### config.mk
export PLATFORM = sky130hd
export DESIGN_NAME = cpu6_shifter_flat
export DESIGN_NICKNAME = d
export VERILOG_FILES = /design/src/rtl/cpu6_shifter_if.sv /design/src/rtl/cpu6_shifter.sv /design/src/flat_wrapper.sv
export SDC_FILE = /design/constraint.sdc
export NUM_CORES = 1
export LEC_CHECK = 0
export BUFFER_PORTS_ARGS = -buffer_cell sky130_fd_sc_hd__buf_4
export CAP_MARGIN = 20
export CELL_PAD_IN_SITES_DETAIL_PLACEMENT = 0
export CELL_PAD_IN_SITES_GLOBAL_PLACEMENT = 1
export CORE_UTILIZATION = 48
export DETAILED_ROUTE_END_ITERATION = 7
export PLACE_DENSITY_LB_ADDON = 0.1
export SLEW_MARGIN = 40
export SYNTH_ARGS = -nofsm -noshare
export SYNTH_HDL_FRONTEND = slang
export SYNTH_SLANG_ARGS = --single-unit
### constraint.sdc
create_clock -name clk -period 7.7 [get_ports clk]
set_input_delay 0 -clock clk [delete_from_list [all_inputs] [get_ports clk]]
set_output_delay 0 -clock clk [all_outputs]
set_load 0.02 [all_outputs]
### src/rtl/cpu6_shifter_if.sv
// Execute-stage shift bus between the pipeline control and the multi-cycle shifter.
interface cpu6_shifter_if #(
    parameter int unsigned XLEN    = 32,
    parameter int unsigned SHAMT_W = 5
);
    logic               shft_en;
    logic               shft_lr;
    logic               shft_arith;
    logic [XLEN-1:0]    shft_a;
    logic [SHAMT_W-1:0] shft_amt;
    logic               flush;
    logic               shft_busy;
    logic               shft_vld;
    logic [XLEN-1:0]    shft_res;

    modport master (
        output shft_en, shft_lr, shft_arith, shft_a, shft_amt, flush,
        input  shft_busy, shft_vld, shft_res
    );

    modport slave (
        input  shft_en, shft_lr, shft_arith, shft_a, shft_amt, flush,
        output shft_busy, shft_vld, shft_res
    );
endinterface

### src/rtl/cpu6_shifter.sv
// Multi-cycle SLL/SRL/SRA unit: shifts up to STEP positions per cycle and stalls
// the pipeline through shft_busy until the result pulse.
module cpu6_shifter #(
    parameter int unsigned XLEN    = 32,
    parameter int unsigned STEP    = 4,
    parameter int unsigned SHAMT_W = 5
) (
    input  logic              clk,
    input  logic              reset,
    cpu6_shifter_if.slave     bus
);
    localparam logic [SHAMT_W-1:0] STEP_AMT = SHAMT_W'(STEP);

    typedef enum logic [1:0] {
        IDLE  = 2'd0,
        SHIFT = 2'd1,
        DONE  = 2'd2
    } state_t;

    state_t             state_q, state_d;
    logic [XLEN-1:0]    acc_q, acc_d;
    logic [SHAMT_W-1:0] rem_q, rem_d;
    logic               dir_q, dir_d;
    logic               arith_q, arith_d;
    logic               sign_q, sign_d;
    logic               vld_q, vld_d;
    logic [XLEN-1:0]    res_q, res_d;
    logic               busy_c;

    logic [SHAMT_W-1:0] step_n;
    logic [2*XLEN-1:0]  right_ext;

    // Per-cycle step size and right-shift with sign/zero fill from the upper half
    always_comb begin
        step_n    = (rem_q < STEP_AMT) ? rem_q : STEP_AMT;
        right_ext = {{XLEN{arith_q & sign_q}}, acc_q} >> step_n;
    end

    // Next-state, datapath and stall logic
    always_comb begin
        state_d = state_q;
        acc_d   = acc_q;
        rem_d   = rem_q;
        dir_d   = dir_q;
        arith_d = arith_q;
        sign_d  = sign_q;
        busy_c  = 1'b0;

        if (bus.flush) begin
            state_d = IDLE;
        end else begin
            case (state_q)
                IDLE: begin
                    busy_c = bus.shft_en;
                    if (bus.shft_en) begin
                        acc_d   = bus.shft_a;
                        rem_d   = bus.shft_amt;
                        dir_d   = bus.shft_lr;
                        arith_d = bus.shft_arith & bus.shft_lr;
                        sign_d  = bus.shft_a[XLEN-1];
                        state_d = (bus.shft_amt == '0) ? DONE : SHIFT;
                    end
                end
                SHIFT: begin
                    busy_c = 1'b1;
                    acc_d  = dir_q ? right_ext[XLEN-1:0] : (acc_q << step_n);
                    rem_d  = rem_q - step_n;
                    if (rem_d == '0) begin
                        state_d = DONE;
                    end
                end
                DONE: begin
                    // shft_en here is the finishing instruction leaving the stage
                    state_d = IDLE;
                end
                default: begin
                    state_d = IDLE;
                end
            endcase
        end

        vld_d = (state_d == DONE);
        res_d = (state_d == DONE) ? acc_d : res_q;
    end

    always_ff @(posedge clk or posedge reset) begin
        if (reset) begin
            state_q <= IDLE;
            acc_q   <= '0;
            rem_q   <= '0;
            dir_q   <= 1'b0;
            arith_q <= 1'b0;
            sign_q  <= 1'b0;
            vld_q   <= 1'b0;
            res_q   <= '0;
        end else begin
            state_q <= state_d;
            acc_q   <= acc_d;
            rem_q   <= rem_d;
            dir_q   <= dir_d;
            arith_q <= arith_d;
            sign_q  <= sign_d;
            vld_q   <= vld_d;
            res_q   <= res_d;
        end
    end

    assign bus.shft_busy = busy_c;
    assign bus.shft_vld  = vld_q;
    assign bus.shft_res  = res_q;
endmodule

### src/flat_wrapper.sv
// flat-port wrapper written by rule: the top's interface ports become plain ports
module cpu6_shifter_flat 
#(
    parameter int unsigned XLEN    = 32,
    parameter int unsigned STEP    = 4,
    parameter int unsigned SHAMT_W = 5
)
  (clk, reset, bus_shft_en, bus_shft_lr, bus_shft_arith, bus_shft_a, bus_shft_amt, bus_flush, bus_shft_busy, bus_shft_vld, bus_shft_res);
  cpu6_shifter_if #(.XLEN(XLEN), .SHAMT_W(SHAMT_W)) bus_i ();
  input  logic clk;
  input  logic reset;
  input wire logic [$bits(bus_i.shft_en)-1:0] bus_shft_en;
  input wire logic [$bits(bus_i.shft_lr)-1:0] bus_shft_lr;
  input wire logic [$bits(bus_i.shft_arith)-1:0] bus_shft_arith;
  input wire logic [$bits(bus_i.shft_a)-1:0] bus_shft_a;
  input wire logic [$bits(bus_i.shft_amt)-1:0] bus_shft_amt;
  input wire logic [$bits(bus_i.flush)-1:0] bus_flush;
  output wire logic [$bits(bus_i.shft_busy)-1:0] bus_shft_busy;
  output wire logic [$bits(bus_i.shft_vld)-1:0] bus_shft_vld;
  output wire logic [$bits(bus_i.shft_res)-1:0] bus_shft_res;
  assign bus_i.shft_en = bus_shft_en;
  assign bus_i.shft_lr = bus_shft_lr;
  assign bus_i.shft_arith = bus_shft_arith;
  assign bus_i.shft_a = bus_shft_a;
  assign bus_i.shft_amt = bus_shft_amt;
  assign bus_i.flush = bus_flush;
  assign bus_shft_busy = bus_i.shft_busy;
  assign bus_shft_vld = bus_i.shft_vld;
  assign bus_shft_res = bus_i.shft_res;
  cpu6_shifter #(.XLEN(XLEN), .STEP(STEP), .SHAMT_W(SHAMT_W)) u_core (.clk(clk), .reset(reset), .bus(bus_i));
endmodule
==> results.toml <==
[logic_synthesis]
synth-simple-area-share = 0.174
ys.flop_type = "dfrtp_1"
synthesis.area_sq_um = 6130
synth_mux_area_frac = 0.150
synth_xor_area_frac = 0
synth_top_family_by_area = "compound AO/OA/AOI/OAI gates"
synth_fp_nets = 816
synthArstFlopShare = 1.00
synth_cell_type_count = 72
synth-compound-area-share = 0.287
synth-adder-area-share = 0.00408
synth.avg_cell_area_sq_um = 7.96
synth_warnings = 0
ys_ff_latch = 75
synth_edf_count = 0
synthesis.instances = 771
yosysSeqAreaShare = 0.306

[detailed_routing]
drcViolationCount = 0
wl_um = 21200
routed_via_density = 6.53
wl_per_cell_um = 22.0
firstDrtPassIters = 5
drtIter0Drc = 639
drtAntennaViolNets = 0
dr_total_vias = 6299

[grt]
grt_overflow = 0
antenna_found_initial = 0
grt_pass1_wl_um = 33900
grt_start_max_net_pins = 76
grt_pass1_vias = 6052
grtUsageTotal = 0.337

[sta]
final.period_utilization = 0.458
slew_viol_final = 0
setup_viol = 0
worst_hold_slack_ns = 0.0392
rsz0062_at_grt = "false"
finClkSkew_ns = 0.00563
hold_viol = 0
tightest_slew_ns = 0.880
setup_tns_ns = 0
relSlewSlack = 0.412
max_freq_mhz = 284
period_needed_ns = 3.52

[worst_setup_path]
rrSetupSlack_ns = 4.18
r2r_end = "u_core.bus.shft_res[5]$_DFFE_PP0N_"
cp_common_cell = "buf_4"
max_stage_delay_ns = 0.65
reg2reg_from = "u_core.rem_q[2]$_DFFE_PP0P_"
worstPathCellList = "or3_1 > buf_4 > nand2_1 > ha_1 > nor2_1 > o211ai_1 > a21oi_4 > buf_4 > mux2_2"
cp-start-kind = "register"
required_ns = 7.93
cp_data_arrival_time_ns = 3.76
slowest_stage = "a21oi_4"
path_delay_family = "compound AO/OA/AOI/OAI gates"
worstPathMaxFanout = 49
worst-setup-path-type = "register to register"
cp-end-kind = "register"
crit_buf_inv = 2
r2r_cells = 9

[clock_network]
clk_pin_slew_worst_paths_ns = 0.06
clkLatencyLatePin_ns = 0.35
cts_buffers = 9
clock-sinks = 75
htree_levels = 3
cts_root_buf = "clkbuf_16"
cts.path.max_buffers = 2
postCtsSetupBuffers = 0
hold_buffers = 13
cts_resized = 0
cts_tree = "yes"

[layout]
design_area_sq_um = 7120
drive_above_1_share = 0.206
multi_input_area_sq_um = 3820
finalNetCount = 836
final_cell_mix = "buf_4, nand2_1, a21oi_1"
n_antenna_cell = 0
area_growth_pct = 16.0
fill_cells = 1175
regArea_sq_um = 1880
final_common_cell = "buf_4"

[pwr]
p_per_area_nw_per_um2 = 384
vdd_drop_max_v = 0.000208
power_frac_clock = 0.169
pwr-share-comb = 0.528
p_sw_frac = 0.470
p_leak_uw = 0.00304
seqPwrFrac = 0.303
intPower_uw = 1450
power.switching_uw = 1280

[place]
dp_hpwl_um = 13800
port_buffers = 76
place_area_sq_um = 6650
gp_congestion = 0.921

[floorplan]
std_cell_rows = 40
chipHeight_um = 115
die_area_sq_um = 13200
core_area_sq_um = 12200
start_util = 0.502
pin_count = 77
die_w_um = 115

[min_path]
hold_path_end = "u_core.acc_q[2]$_DFF_PP0_"
hp-class = "primary input to register"
min_from = "bus_flush"
worstHoldPathCells = 2

[run]
maxCapViolCount = 0

[outcome]
outcome = "finished clean"
## cell families after synthesis
kind of cell	after synthesis
buffers and inverters	115
adder cells (fa/ha/maj)	2
AO/OA/AOI/OAI	262
other	2
multiplexers	80
AND/OR/NAND/NOR	235
flip-flops	75
## power by group through the flow
stage	Combinational, uW	Clock [uW]	Sequential [uW]
after floorplan	1060	0	739
after global placement	1390	0	812
after detailed placement	1410	0	823
after CTS	1420	469	817
after global routing	1560	485	850
final	1440	462	827
## synth_stat cells, types with 8 or more instances
master    number  area share
nand2_1       87       0.053
o21ai_0       38       0.031
buf_1         11      0.0067
nor2_1        68       0.042
o221ai_1      11       0.016
mux2_2        29       0.053
a21oi_1       80       0.065
buf_2         10      0.0082
a221oi_1      13       0.019
dfrtp_1       75        0.31
a31oi_1       18       0.018
nor3_1        15       0.012
o22ai_1        9      0.0092
nand3_1       23       0.019
clkbuf_1      68       0.042
nor2b_1        9      0.0092
inv_1         21       0.013
o211ai_1       8      0.0098
mux2i_1       43       0.070
a22oi_1       11       0.013
a211oi_1       8      0.0098
## registers in the layout, indices dropped and copies added, names as in the netlist
signal,cells
u_core.acc_q,32
u_core.bus.shft_res,32
u_core.rem_q,5
u_core.state_q,2
u_core.arith_q,1
u_core.bus.shft_vld,1
u_core.dir_q,1
u_core.sign_q,1
## routing by layer
metal,vias to the layer above,track usage,routed length (um)
li1,2861,-,-
met1,3050,0.445,9020
met2,326,0.519,9660
met3,62,0.0669,1720
met4,0,0.184,824
met5,-,0,0
## worst register-to-register path: cells and delay by family (launching register included)
kind	cells	cell delay, ns
compound gates	2	0.84
fa+ha+maj	1	0.25
buf+inv	2	0.74
flops	1	0.48
mux	1	0.39
simple gates	3	0.70
## how the worst max path moves through the flow
stage	from	end	slack [ns]	cells after the start
final	u_core.rem_q[2]$_DFFE_PP0P_	u_core.bus.shft_res[5]$_DFFE_PP0N_	4.18	9
after global routing	u_core.rem_q[2]$_DFFE_PP0P_	u_core.bus.shft_res[5]$_DFFE_PP0N_	3.85	9
after CTS	u_core.rem_q[2]$_DFFE_PP0P_	u_core.bus.shft_res[5]$_DFFE_PP0N_	4.17	9
after detailed placement	u_core.rem_q[2]$_DFFE_PP0P_	u_core.bus.shft_res[5]$_DFFE_PP0N_	4.18	9
after global placement	u_core.rem_q[2]$_DFFE_PP0P_	u_core.bus.shft_res[5]$_DFFE_PP0N_	4.26	9
after floorplan	u_core.rem_q[3]$_DFFE_PP0P_	u_core.bus.shft_res[13]$_DFFE_PP0N_	4.66	11
## cell type report
class	instances	area share
Sequential cell	75	0.264
Inverter	21	0.0113
Multi-Input combinational cell	581	0.536
Clock buffer	12	0.0346
Clock inverter	4	0.0104
Tap cell	168	0.0295
Timing Repair Buffer	103	0.114
## through the flow
| stage | std cells | power, uW | util | worst slack (ns) |
|---|---|---|---|---|
| floorplan | 771 | 1800 | - | 4.66 |
| global placement | 934 | 2200 | 0.544 | 4.26 |
| detailed placement | 934 | 2230 | 0.544 | 4.18 |
| CTS | 963 | 2710 | 0.581 | 4.17 |
| global route | 964 | 2900 | 0.583 | 3.85 |
| finish | 964 | 2730 | 0.583 | 4.18 |
No activity file was read; power rests on OpenSTA's default activity.
